`src/rtl/led_chaser.sv`:
```
// led_chaser: prescaled LED pattern generator (rotate / bounce / hold).
// Ports: clk, rst_n (async, active-low), en, mode, div, load, load_pat,
//        [bright], gpio, count, shift, dir.
// Optional: define LED_CHASER_PWM_EN to add a 4-bit brightness input and
// a registered PWM mask on gpio (one extra cycle of gpio latency).
module led_chaser #(
    parameter int unsigned      WIDTH    = 8,
    parameter int unsigned      CNT_W    = 27,
    parameter logic [WIDTH-1:0] INIT_PAT = {{(WIDTH-1){1'b0}}, 1'b1}
) (
    input  logic             clk,
    input  logic             rst_n,
    input  logic             en,
    input  logic [1:0]       mode,
    input  logic [CNT_W-1:0] div,
    input  logic             load,
    input  logic [WIDTH-1:0] load_pat,
`ifdef LED_CHASER_PWM_EN
    input  logic [3:0]       bright,
`endif
    output logic [WIDTH-1:0] gpio,
    output logic [CNT_W-1:0] count,
    output logic             shift,
    output logic             dir
);

    typedef enum logic {
        DIR_UP = 1'b0,
        DIR_DN = 1'b1
    } dir_e;

    localparam logic [CNT_W-1:0] CNT_ONE = {{(CNT_W-1){1'b0}}, 1'b1};

    logic [CNT_W-1:0] cnt_q, cnt_d;
    logic             shift_q, shift_d;
    logic [WIDTH-1:0] pat_q, pat_d;
    dir_e             dir_q, dir_d;

    always_ff @(posedge clk or negedge rst_n) begin
        if (!rst_n) begin
            cnt_q   <= '0;
            shift_q <= 1'b0;
            pat_q   <= INIT_PAT;
            dir_q   <= DIR_UP;
        end else begin
            cnt_q   <= cnt_d;
            shift_q <= shift_d;
            pat_q   <= pat_d;
            dir_q   <= dir_d;
        end
    end

    always_comb begin
        cnt_d   = cnt_q;
        shift_d = 1'b0;
        pat_d   = pat_q;
        dir_d   = dir_q;
        if (load) begin
            // Load wins over a pending step and restarts the prescaler.
            cnt_d = '0;
            pat_d = load_pat;
            dir_d = DIR_UP;
        end else begin
            if (en) begin
                if (cnt_q == div) begin
                    cnt_d   = '0;
                    shift_d = 1'b1;
                end else begin
                    cnt_d = cnt_q + CNT_ONE;
                end
            end
            // The registered pulse from the previous cycle applies the step.
            if (shift_q) begin
                case (mode)
                    2'b00: pat_d = {pat_q[WIDTH-2:0], pat_q[WIDTH-1]};
                    2'b01: pat_d = {pat_q[0], pat_q[WIDTH-1:1]};
                    2'b10: begin
                        if (dir_q == DIR_UP && pat_q[WIDTH-1]) begin
                            dir_d = DIR_DN;
                            pat_d = pat_q >> 1;
                        end else if (dir_q == DIR_DN && pat_q[0]) begin
                            dir_d = DIR_UP;
                            pat_d = pat_q << 1;
                        end else if (dir_q == DIR_DN) begin
                            pat_d = pat_q >> 1;
                        end else begin
                            pat_d = pat_q << 1;
                        end
                    end
                    default: pat_d = pat_q;
                endcase
            end
        end
    end

    assign count = cnt_q;
    assign shift = shift_q;
    assign dir   = (dir_q == DIR_DN);

`ifdef LED_CHASER_PWM_EN
    logic [3:0]       pwm_q;
    logic [WIDTH-1:0] gpio_q;

    // Free-running PWM phase; LEDs lit while phase is below brightness.
    always_ff @(posedge clk or negedge rst_n) begin
        if (!rst_n) begin
            pwm_q  <= 4'd0;
            gpio_q <= INIT_PAT;
        end else begin
            pwm_q  <= pwm_q + 4'd1;
            gpio_q <= pat_q & {WIDTH{pwm_q < bright}};
        end
    end

    assign gpio = gpio_q;
`else
    assign gpio = pat_q;
`endif

endmodule

```
`config.mk`:
```
export PLATFORM = sky130hd
export DESIGN_NAME = led_chaser
export DESIGN_NICKNAME = d
export VERILOG_FILES = /design/src/rtl/led_chaser.sv
export SDC_FILE = /design/constraint.sdc
export NUM_CORES = 1
export LEC_CHECK = 0
export CAP_MARGIN = 0
export CORE_MARGIN = 2
export CORE_UTILIZATION = 46
export DETAILED_ROUTE_END_ITERATION = 16
export GPL_ROUTABILITY_DRIVEN = 0
export MAX_ROUTING_LAYER = met4
export PLACE_DENSITY_LB_ADDON = 0.15
export SYNTH_ARGS = -nofsm -noshare
export SYNTH_HDL_FRONTEND = slang
export SYNTH_SLANG_ARGS = --single-unit
```
`constraint.sdc`:
```
create_clock -name clk -period 2.35 [get_ports clk]
set_input_delay 0.47 -clock clk [delete_from_list [all_inputs] [get_ports clk]]
set_output_delay 0.47 -clock clk [all_outputs]
set_load 0.01 [all_outputs]
```
Word level (Yosys, flattened, before mapping)
Index checks and enable logic that the tools add are counted.
{"block": "op_classes", "eq_ne": 3, "add_sub_neg": 1, "n_shift": 0, "div": 0, "order_cmp": 0, "n_mux": 17, "bitwise_logic": 1, "reduce_logical": 10, "n_mul": 0}
{"operator": "$mux W27", "count": 3}
{"operator": "$mux W8", "count": 5}
{"operator": "$add A27 B1 Y27 const B", "count": 1}
{"operator": "$eq A27 B27 Y1", "count": 1}
{"operator": "$pmux W8 S3", "count": 1}
{"operator": "$mux W1", "count": 8}
{"operator": "$reduce_bool A2 Y1", "count": 3}
{"operator": "$reduce_bool A4 Y1", "count": 1}
{"operator": "$reduce_and A3 Y1", "count": 1}
{"operator": "$reduce_bool A3 Y1", "count": 1}
{"operator": "$eq A2 B1 Y1 const B", "count": 1}
{"operator": "$eq A2 B2 Y1 const B", "count": 1}
{"operator": "$logic_and A1 B1 Y1", "count": 2}
{"operator": "$logic_not A2 Y1", "count": 1}
{"operator": "$reduce_and A2 Y1", "count": 1}
{"operator": "$not A1 Y1", "count": 1}
{"block": "totals", "mem_bits_ro": 0, "latchBits": 0, "n_memories": 0, "output_inout_bits": 37, "mem_bits_rw": 0, "inputBits": 41, "ff_bits": 37}

Depth between registers and ports, before layout
Gate-level depths: netlist of the first run.
{"block": "logic_depth", "ltp_word": 6, "depth_mapped": 7}

Worst setup path after synthesis of the first run
Ideal clock, no wire load.
{"block": "synth_path", "path_type": "input to register", "from": "in mode[0]", "to": "reg pat_q[1] (netlist: gpio[1])", "required_ns": 2.214, "arrival_ns": 1.876, "stages": 6, "setup_ns": 0.136, "setup_slack_ns": 0.338, "path_cell_list": "inv_1 > ha_1 > or3_1 > a21oi_1 > clkbuf_1 > o21ai_0"}
{"block": "synth_via", "elab_chain_cells": 4}
{"element": "start, declared", "line": "14", "text": "input logic [1:0] mode,"}
{"element": "$eq A2 B2 Y1 (tied with other cells)", "line": "74", "text": "case (mode)"}
{"element": "$pmux W8 S3", "line": "74"}
{"element": "$mux W8", "line": "73", "text": "if (shift_q) begin"}
{"element": "$mux W8", "line": "58", "text": "if (load) begin"}
{"element": "end signal, assigned", "line": "48", "text": "pat_q <= pat_d;"}
{"element": "end, declared", "line": "36", "text": "logic [WIDTH-1:0] pat_q, pat_d;"}
Several ways; a longest one is shown, not always the timed one. The select of a mux whose other input is x is not followed.
A chain may end at the register's enable or synchronous reset.

Final worst setup path of the first run
{"block": "layout_path", "from": "in div[20]", "to": "reg cnt_q[1] (netlist: count[1])"}
{"block": "layout_via", "elab_chain_cells": 4}
{"element": "start, declared", "line": "15", "text": "input logic [CNT_W-1:0] div,"}
{"element": "$eq A27 B27 Y1", "line": "65", "text": "if (cnt_q == div) begin"}
{"element": "$mux W27", "line": "65"}
{"element": "$mux W27", "line": "64", "text": "if (en) begin"}
{"element": "$mux W27", "line": "58"}
{"element": "end signal, assigned", "line": "46", "text": "cnt_q <= cnt_d;"}
{"element": "end, declared", "line": "34", "text": "logic [CNT_W-1:0] cnt_q, cnt_d;"}
No other way between the ends. The select of a mux whose other input is x is not followed.

==> qor.yml, run 1 <==
outcome: "complete, no violations"
first_pass_iters: 4
place_inst: 394
cp_max_fo: 4
slew_violations: 0
synthFlopType: "dfrtp_1"
arrival_ns: 2.34
ys_seq_area_share_pct: 40.2
numCtsBuffers: 5
worst-setup-path-type: "input pin to flop"
stdcell_count: 402
synth-edff-count: 0
diodes: 0
startpoint_type: "input pin"
syn_inst: 248
vias: 2112
powerDensity_nw_per_um2: 455
worstHoldPathType: "input pin to asynchronous set/reset pin"
die-area_um2: 5600
die_w_um: 74.8
r2r_start: "count[20]"
cts_tree: "yes"
r2r_cells: 5
cts-root-buf: "clkbuf_8"
ioPinCount: 78
post-route-drc-count: 0
synth_seq_cells: 37
worst_ep_required_time_ns: 2.53
post-cts-setup-buffer-count: 0
async_flop_share_pct: 100
p_leak_nw: 1.45
clk-insertion-delay-late_ns: 0.29
cts.path.max_buffers: 2
r2r_slack_ns: 0.30
yosysTopAreaCellShare_pct: 39.0
cts-htree-levels: 2
initial_core_util_pct: 48.2
routed_wl_um: 5910
rows: 25
power.total_mw: 1.50
tns_ns: 0
r2r_end: "count[1]"
final_net_count: 379
grt_max_degree: 38
slew_headroom_pct: 45.4
final_hold_viol_count: 0
io_buffers: 77
grt_pass1_vias: 2022
ys_top_cells_by_area: "dfrtp_1 (39%), xor2_1 (16%), nor2_1 (6.3%)"
syn_area_per_cell_um2: 9.31
place_ws_ns: -0.177
synth_nets: 293
grt_pass1_wl_um: 9680
final_layout_size_suffix_gt1_share_pct: 7.46
ir_drop_uv: 235
setup_viol: 0
synth.most_common_cell: "xor2_1"
first_iter_violations: 191
dpl.hpwl_um: 4450
yosysWarnings: 0
finalCritPeriodShare_pct: 91.8
fmax_ghz: 0.464
grt.total_usage_pct: 23.5
die_y_um: 74.8
cap_violations: 0
fin_crit_ns: 2.16
fin_skew_ns: 0.00737
tightest_slew_ns: 0.820
cts_sinks: 37
coreArea_um2: 4790
routedWlPerCell_um: 14.7
cp-end-kind: "flop"
rsz0062_at_grt: "no"
synthTopCellsByCount: "xor2_1 (43), nor2_1 (39), dfrtp_1 (36), nand2_1 (21), nand3_1 (11)"
path_clk_slew_ns: 0.07
grt-ovfl-total: 0
syn_to_final_growth_pct: 42.5
via_per_inst: 5.25
yosysTopAreaCell: "dfrtp_1"
postCtsHoldBufs: 0
synth_area_um2: 2310
worst_slack_ns: 0.193
synth_cell_types: 38
drtAntennaViolNets: 0
antenna_found_initial: 0
final_util_pct: 68.7
## kinds of logic (layout without fill, tap and decap cells)
group / count (synthesis) / in the layout / synth area share, %
AO/OA/AOI/OAI: 36 / 36 / 11.9
XOR/XNOR: 50 / 50 / 19.0
multiplexers: 1 / 1 / 0.434
AND/OR/NAND/NOR: 106 / 106 / 23.0
buffers and inverters: 14 / 101 / 3.31
adder cells (fa/ha/maj): 4 / 4 / 2.17
flip-flops: 37 / 37 / 40.2
## cell usage in the layout (no fill, tap or decap), drive strengths merged, types with 2 or more instances in the layout
| cell type | Yosys | final |
|---|---|---|
| nor4 | 9 | 9 |
| o21ai | 4 | 4 |
| clkbuf | 4 | 6 |
| nand4 | 8 | 8 |
| clkdlybuf4s50 | 0 | 76 |
| and4 | 3 | 3 |
| nand3 | 11 | 11 |
| nor3 | 3 | 3 |
| or3 | 2 | 2 |
| nand2 | 21 | 21 |
| a221oi | 5 | 5 |
| o31ai | 8 | 8 |
| xnor2 | 7 | 7 |
| dfrtp | 36 | 36 |
| buf | 3 | 10 |
| o2111ai | 2 | 2 |
| ha | 4 | 4 |
| nor2b | 2 | 2 |
| and3 | 5 | 5 |
| a21oi | 8 | 8 |
| inv | 7 | 7 |
| nor2 | 39 | 39 |
| a31oi | 2 | 2 |
| xor2 | 43 | 43 |
## routing by layer
layer / up-vias / part of all wire [%] / routed length (µm) / track usage (%)
li1: 1042 / - / - / -
met1: 998 / 46 / 2690 / 32.3
met2: 66 / 48 / 2860 / 35.7
met3: 6 / 5.1 / 304 / 4.42
met4: 0 / 0.98 / 58 / 6.35
met5: - / 0 / 0 / -
## flip-flops by register name, indices dropped and copies added, names as in the netlist
name	flops
gpio	8
dir	1
shift	1
count	27
## how the worst max path moves through the flow
stage	startpoint	to	cells after the start
after floorplan	mode[0]	gpio[1]	6
after global placement	div[20]	count[1]	6
after detailed placement	div[11]	count[13]	7
after CTS	div[11]	count[1]	6
after global routing	div[11]	count[23]	7
final	div[20]	count[1]	6
## where the power goes
group	total, mW	switching (mW)	internal (mW)
clock	0.545	0.230	0.315
combinational	0.264	0.116	0.148
sequential	0.688	0.0288	0.659
## final cells by class
type	count	area (µm²)
fill	395	1500
multi-input combinational	197	1310
sequential	37	927
timing repair buffer	86	833
tap	67	83.8
clock buffer	6	72.6
clock inverter	2	35.0
inverter	7	26.3
## repair_timing
item / 4_1_cts / 5_1_grt
setup endpoints to repair: 0 / 1
hold endpoints to repair: 0 / 0
gates resized for setup: 0 / 1
## critical path, stage by stage
cell and delay, ns:
clkdlybuf4s50_1 0.41, xor2_1 0.15, nor4_1 0.32, nand4_1 0.24
or3_1 0.49, a41o_1 0.26
## through the flow
stage	hold slack (ns)	instance area, µm²
6_report	0.264	3290
5_1_grt	0.348	3290
4_1_cts	0.293	3280
3_5_place_dp	0.521	3180
3_3_place_gp	0.514	3180
2_1_floorplan	0.174	2310
Power figures use the tool's default switching activity.
==> inputs of run 2 (changes only) <==
==> constraint.sdc (replaced) <==
create_clock -name clk -period 2.35 [get_ports clk]
set_input_delay 0.47 -clock clk [delete_from_list [all_inputs] [get_ports clk]]
set_output_delay 0.47 -clock clk [all_outputs]
set_load 0.1 [all_outputs]
==> run 2 against run 1 <==
Fmax decreased by 2.8%. Sequential share of layout area rose by 1.0 points. Clock-buffer cell count is 2 higher. Power grew 4.7%. First-iteration DRC count decreased by 27%.
==> qor.yml, run 2 (synthesis results as in run 1) <==
fin_skew_ns: 0.00780
slew_headroom_pct: 66.9
post-route-drc-count: 0
fin_crit_ns: 2.22
coreArea_um2: 4790
cap_violations: 0
path_clk_slew_ns: 0.08
worst-setup-path-type: "input pin to flop"
dpl.hpwl_um: 4860
setup_viol: 0
cts_sinks: 37
r2r_slack_ns: 0.25
critical_path.endpoint: "count[1]"
finalCritPeriodShare_pct: 94.4
final_common_cell: "buf_4"
tightest_slew_ns: 0.493
cts-htree-levels: 2
fmax_ghz: 0.451
layout_common_cells: "buf_4 (50), xor2_1 (43), nor2_1 (39), clkdlybuf4s50_1 (39), dfrtp_1 (23)"
cp-end-kind: "flop"
path_depth: 6
r2r_cells: 5
clk-insertion-delay-late_ns: 0.30
cts.path.max_buffers: 2
routedWlPerCell_um: 15.3
cts-root-buf: "clkbuf_8"
cts_tree: "yes"
numCtsBuffers: 5
dpl-instance-area_um2: 3130
r2r_start: "count[12]"
via_per_inst: 5.38
drtAntennaViolNets: 0
startpoint_type: "input pin"
cp_cell_sequence: "clkdlybuf4s50_1, xor2_1, nor4_1, nand4_1, or3_1, a41o_1"
rows: 25
powerDensity_nw_per_um2: 486
place_ws_ns: -0.171
rsz0062_at_grt: "no"
final_hold_viol_count: 0
final_net_count: 384
worst_slack_ns: 0.131
antenna_found_initial: 0
ir_drop_uv: 365
first_iter_violations: 140
diodes: 0
power.total_mw: 1.57
r2r_end: "count[1]"
post-cts-setup-buffer-count: 0
die_y_um: 74.8
initial_core_util_pct: 48.2
final_layout_size_suffix_gt1_share_pct: 22.6
largest_register_ffs: 27
cp_top_family: "simple AND/OR/NAND/NOR gates"
worst_ep_required_time_ns: 2.54
grt_pass1_wl_um: 10000
grt_max_degree: 21
vias: 2189
die-area_um2: 5600
io_buffers: 77
critPathSlowestCell: "or3_1"
path_buf_inv: 1
syn_to_final_growth_pct: 39.9
arrival_ns: 2.41
p_leak_nw: 1.51
routed_wl_um: 6210
grt-ovfl-total: 0
worstHoldPathType: "input pin to asynchronous set/reset pin"
first_pass_iters: 4
critPathMaxStageDelay_ns: 0.49
tns_ns: 0
cp_max_fo: 4
setup.worst_path.start: "div[20]"
slew_violations: 0
grt_pass1_vias: 2107
fin_area_um2: 3230
grt.total_usage_pct: 24.7
die_w_um: 74.8
outcome: "complete, no violations"
ioPinCount: 78
run 2: changes by cell type in the layout (fill, tap and decap cells not counted), sizes merged:
cell	previous run	this run
bufinv	1	0
buf	10	51
clkdlybuf4s50	76	39
dlygate4sd3	0	1
clkbuf	6	8
clkinv	1	0
run 2: layout make-up:
cell class                      instances  area [µm²]
Clock buffer                            8        90.1
Multi-Input combinational cell        197        1310
Inverter                                7        26.3
Fill cell                             425        1560
Sequential cell                        37         943
Timing Repair Buffer                   91         781
Tap cell                               67        83.8
run 2: how the worst min path moves through the flow:
stage / startpoint / to / cells after the start
2_1_floorplan: rst_n / count[0] / 0
3_3_place_gp: rst_n / count[25] / 1
3_5_place_dp: rst_n / count[25] / 1
4_1_cts: rst_n / count[25] / 2
5_1_grt: rst_n / count[11] / 2
6_report: rst_n / count[25] / 2
run 2: metrics by stage:
stage,hold slack [ns],std cells,utilization (%)
5_1_grt,0.504,407,67.5
4_1_cts,0.492,407,67.5
2_1_floorplan,0.174,248,-
3_3_place_gp,0.280,398,65.4
3_5_place_dp,0.280,398,65.4
6_report,0.497,407,67.5
run 2: timing repair:
| item | CTS | global route |
|---|---|---|
| hold buffers | 1 | 0 |
| resized for setup | 0 | 0 |
| hold endpoints to repair | 2 | 0 |
run 2: power by group:
group	switching, mW	total, mW	internal (mW)
registers	0.0299	0.689	0.659
clock network	0.227	0.466	0.239
logic	0.269	0.413	0.144
run 2: per-layer routing:
metal	up-vias	global-route usage (%)	routed length [µm]
met3	11	7.63	405
li1	1057	-	-
met4	0	7.14	89
met1	1050	31.5	2690
met2	71	37.9	3020
met5	-	-	0
==> inputs of run 3 (changes only) <==
Settings changed: ABC_AREA set to 1, CORE_UTILIZATION 46 to 44, RECOVER_POWER set to 25.
Clock period 2.35 ns to 2.02 ns, I/O delays scaled along.
==> run 3 against run 2 <==
Power increased by 20%. Clock skew decreased by 0.0030 ns. Worst hold slack improved by 0.082 ns. Via count increased by 26%. Sequential share of layout area decreased by 5.6 points. Global-route usage decreased by 3.3 points. Largest power group unchanged. Highest routed layer unchanged.
==> qor.yml, run 3 <==
cp_cell_sequence: "clkdlybuf4s50_1, inv_1, ha_1, inv_1, a31oi_1, nand2_1, o22ai_1, nand2_1, a22oi_1"
dpl-instance-area_um2: 3890
fin_area_um2: 3990
arrival_ns: 2.05
place_ws_ns: -0.123
via_per_inst: 5.12
path_clk_slew_ns: 0.08
die_y_um: 84.0
finalCritPeriodShare_pct: 90.6
coreArea_um2: 6280
startpoint_type: "input pin"
clk-insertion-delay-late_ns: 0.29
die-area_um2: 7050
io_buffers: 77
holdWs_ns: 0.579
cts_tree: "yes"
powerDensity_nw_per_um2: 473
worst-setup-path-type: "input pin to flop"
p_leak_nw: 1.64
final_hold_viol_count: 0
vias: 2762
numCtsBuffers: 5
synth_nets: 411
die_w_um: 84.0
antenna_found_initial: 0
rsz0062_at_grt: "no"
cp-end-kind: "flop"
syn_area_per_cell_um2: 7.69
syn_inst: 366
diodes: 0
synth-edff-count: 0
synth_seq_cells: 37
ys_seq_area_share_pct: 32.9
synthTopCellsByCount: "nand2_1 (88), inv_1 (41), dfrtp_1 (36), nor2_1 (29), xnor2_1 (23)"
setup_viol: 0
synth_cell_types: 35
cts-root-buf: "clkbuf_8"
final_common_cell: "nand2_1"
fmax_ghz: 0.546
yosysTopAreaCellShare_pct: 32.0
worst_ep_required_time_ns: 2.24
fin_skew_ns: 0.00483
cts-htree-levels: 2
cts_sinks: 37
largest_register_ffs: 27
ys_top_cells_by_area: "dfrtp_1 (32%), nand2_1 (12%), xnor2_1 (7.2%)"
initial_core_util_pct: 44.8
cap_violations: 0
grt_max_degree: 26
path_buf_inv: 3
first_pass_iters: 4
final_net_count: 506
grt_pass1_wl_um: 12100
routedWlPerCell_um: 13.4
slew_headroom_pct: 53.6
rows: 29
ioPinCount: 78
grt_pass1_vias: 2633
layout_common_cells: "nand2_1 (88), inv_1 (41), clkdlybuf4s50_1 (39), buf_4 (37), nor2_1 (29)"
fin_crit_ns: 1.83
async_flop_share_pct: 100
post-route-drc-count: 0
cp_max_fo: 5
tightest_slew_ns: 0.696
critPathMaxStageDelay_ns: 0.48
drtAntennaViolNets: 0
synth_area_um2: 2820
synth.most_common_cell: "nand2_1"
final_layout_size_suffix_gt1_share_pct: 27.1
ir_drop_uv: 351
syn_to_final_growth_pct: 41.8
post-cts-setup-buffer-count: 0
dpl.hpwl_um: 5860
routed_wl_um: 7250
grt.total_usage_pct: 21.4
synthFlopType: "dfrtp_1"
first_iter_violations: 166
yosysTopAreaCell: "dfrtp_1"
worstHoldPathType: "flop to flop"
worst_slack_ns: 0.190
outcome: "complete, no violations"
cp_top_family: "buffers and inverters"
tns_ns: 0
slew_violations: 0
critPathSlowestCell: "clkdlybuf4s50_1"
yosysWarnings: 0
grt-ovfl-total: 0
cts.path.max_buffers: 2
## run 3: logic make-up (layout without fill, tap and decap cells)
family	Yosys count	after routing	synth area share [%]
DFF	37	37	32.9
xor gates and xnor gates	35	35	10.9
buffers and inverters	53	149	9.07
AOI/OAI and AO/OA	58	58	14.4
and+or+nand+nor	179	179	31.0
adders and majority gates	4	4	1.78
## run 3: routing by layer
metal | wire length (µm) | track usage, %
met3 | 321 | 3.66
met5 | 0 | -
met1 | 3160 | 26.2
met2 | 3710 | 37.9
met4 | 48 | 3.23
## run 3: through the flow
stage	utilization, %	power (mW)	cells
floorplan	-	1.16	366
global route	63.6	1.98	539
global placement	62.0	1.36	530
detailed placement	62.0	1.37	530
CTS	63.6	1.91	539
finish	63.6	1.89	539
## run 3: worst register-to-register path, stage by stage (launching register included)
cell,delay (ns)
dfrtp_1,0.53
nand2_1,0.09
nand2_1,0.07
nand2_1,0.04
nor2_1,0.21
nand2_1,0.13
nor2_4,0.13
nand2_4,0.07
nand2_8,0.20
a21oi_1,0.11
## run 3: timing repair
item	4_1_cts	5_1_grt
endpoints found under the hold margin	12	0
hold buffers	1	0
resized for setup	0	0
## run 3: layout make-up
class                           count  area, µm²
Timing Repair Buffer               97       1060
Multi-Input combinational cell    276       1630
Clock buffer                        5       68.8
Clock inverter                      3       22.5
Sequential cell                    37        941
Inverter                           44        168
Tap cell                           77       96.3
Fill cell                         579       2290
## run 3: worst paths after layout
kind | end | depth (start not counted) | slack (ns) | from
worst max-delay path | gpio[0] | 9 | 0.19 | mode[1]
worst min-delay path | count[1] | 2 | 0.58 | count[1]
worst max register to register | count[3] | 9 | 0.31 | count[13]
worst min register to register | count[1] | 2 | 0.58 | count[1]
max in group asynchronous | gpio[0] | 3 | 0.51 | rst_n
min in group asynchronous | count[12] | 2 | 0.67 | rst_n
## run 3: power breakdown
| part | internal [mW] | leakage, nW | switching [mW] |
|---|---|---|---|
| registers | 0.768 | 0.481 | 0.0281 |
| logic | 0.196 | 1.12 | 0.360 |
| clock network | 0.242 | 0.0364 | 0.294 |
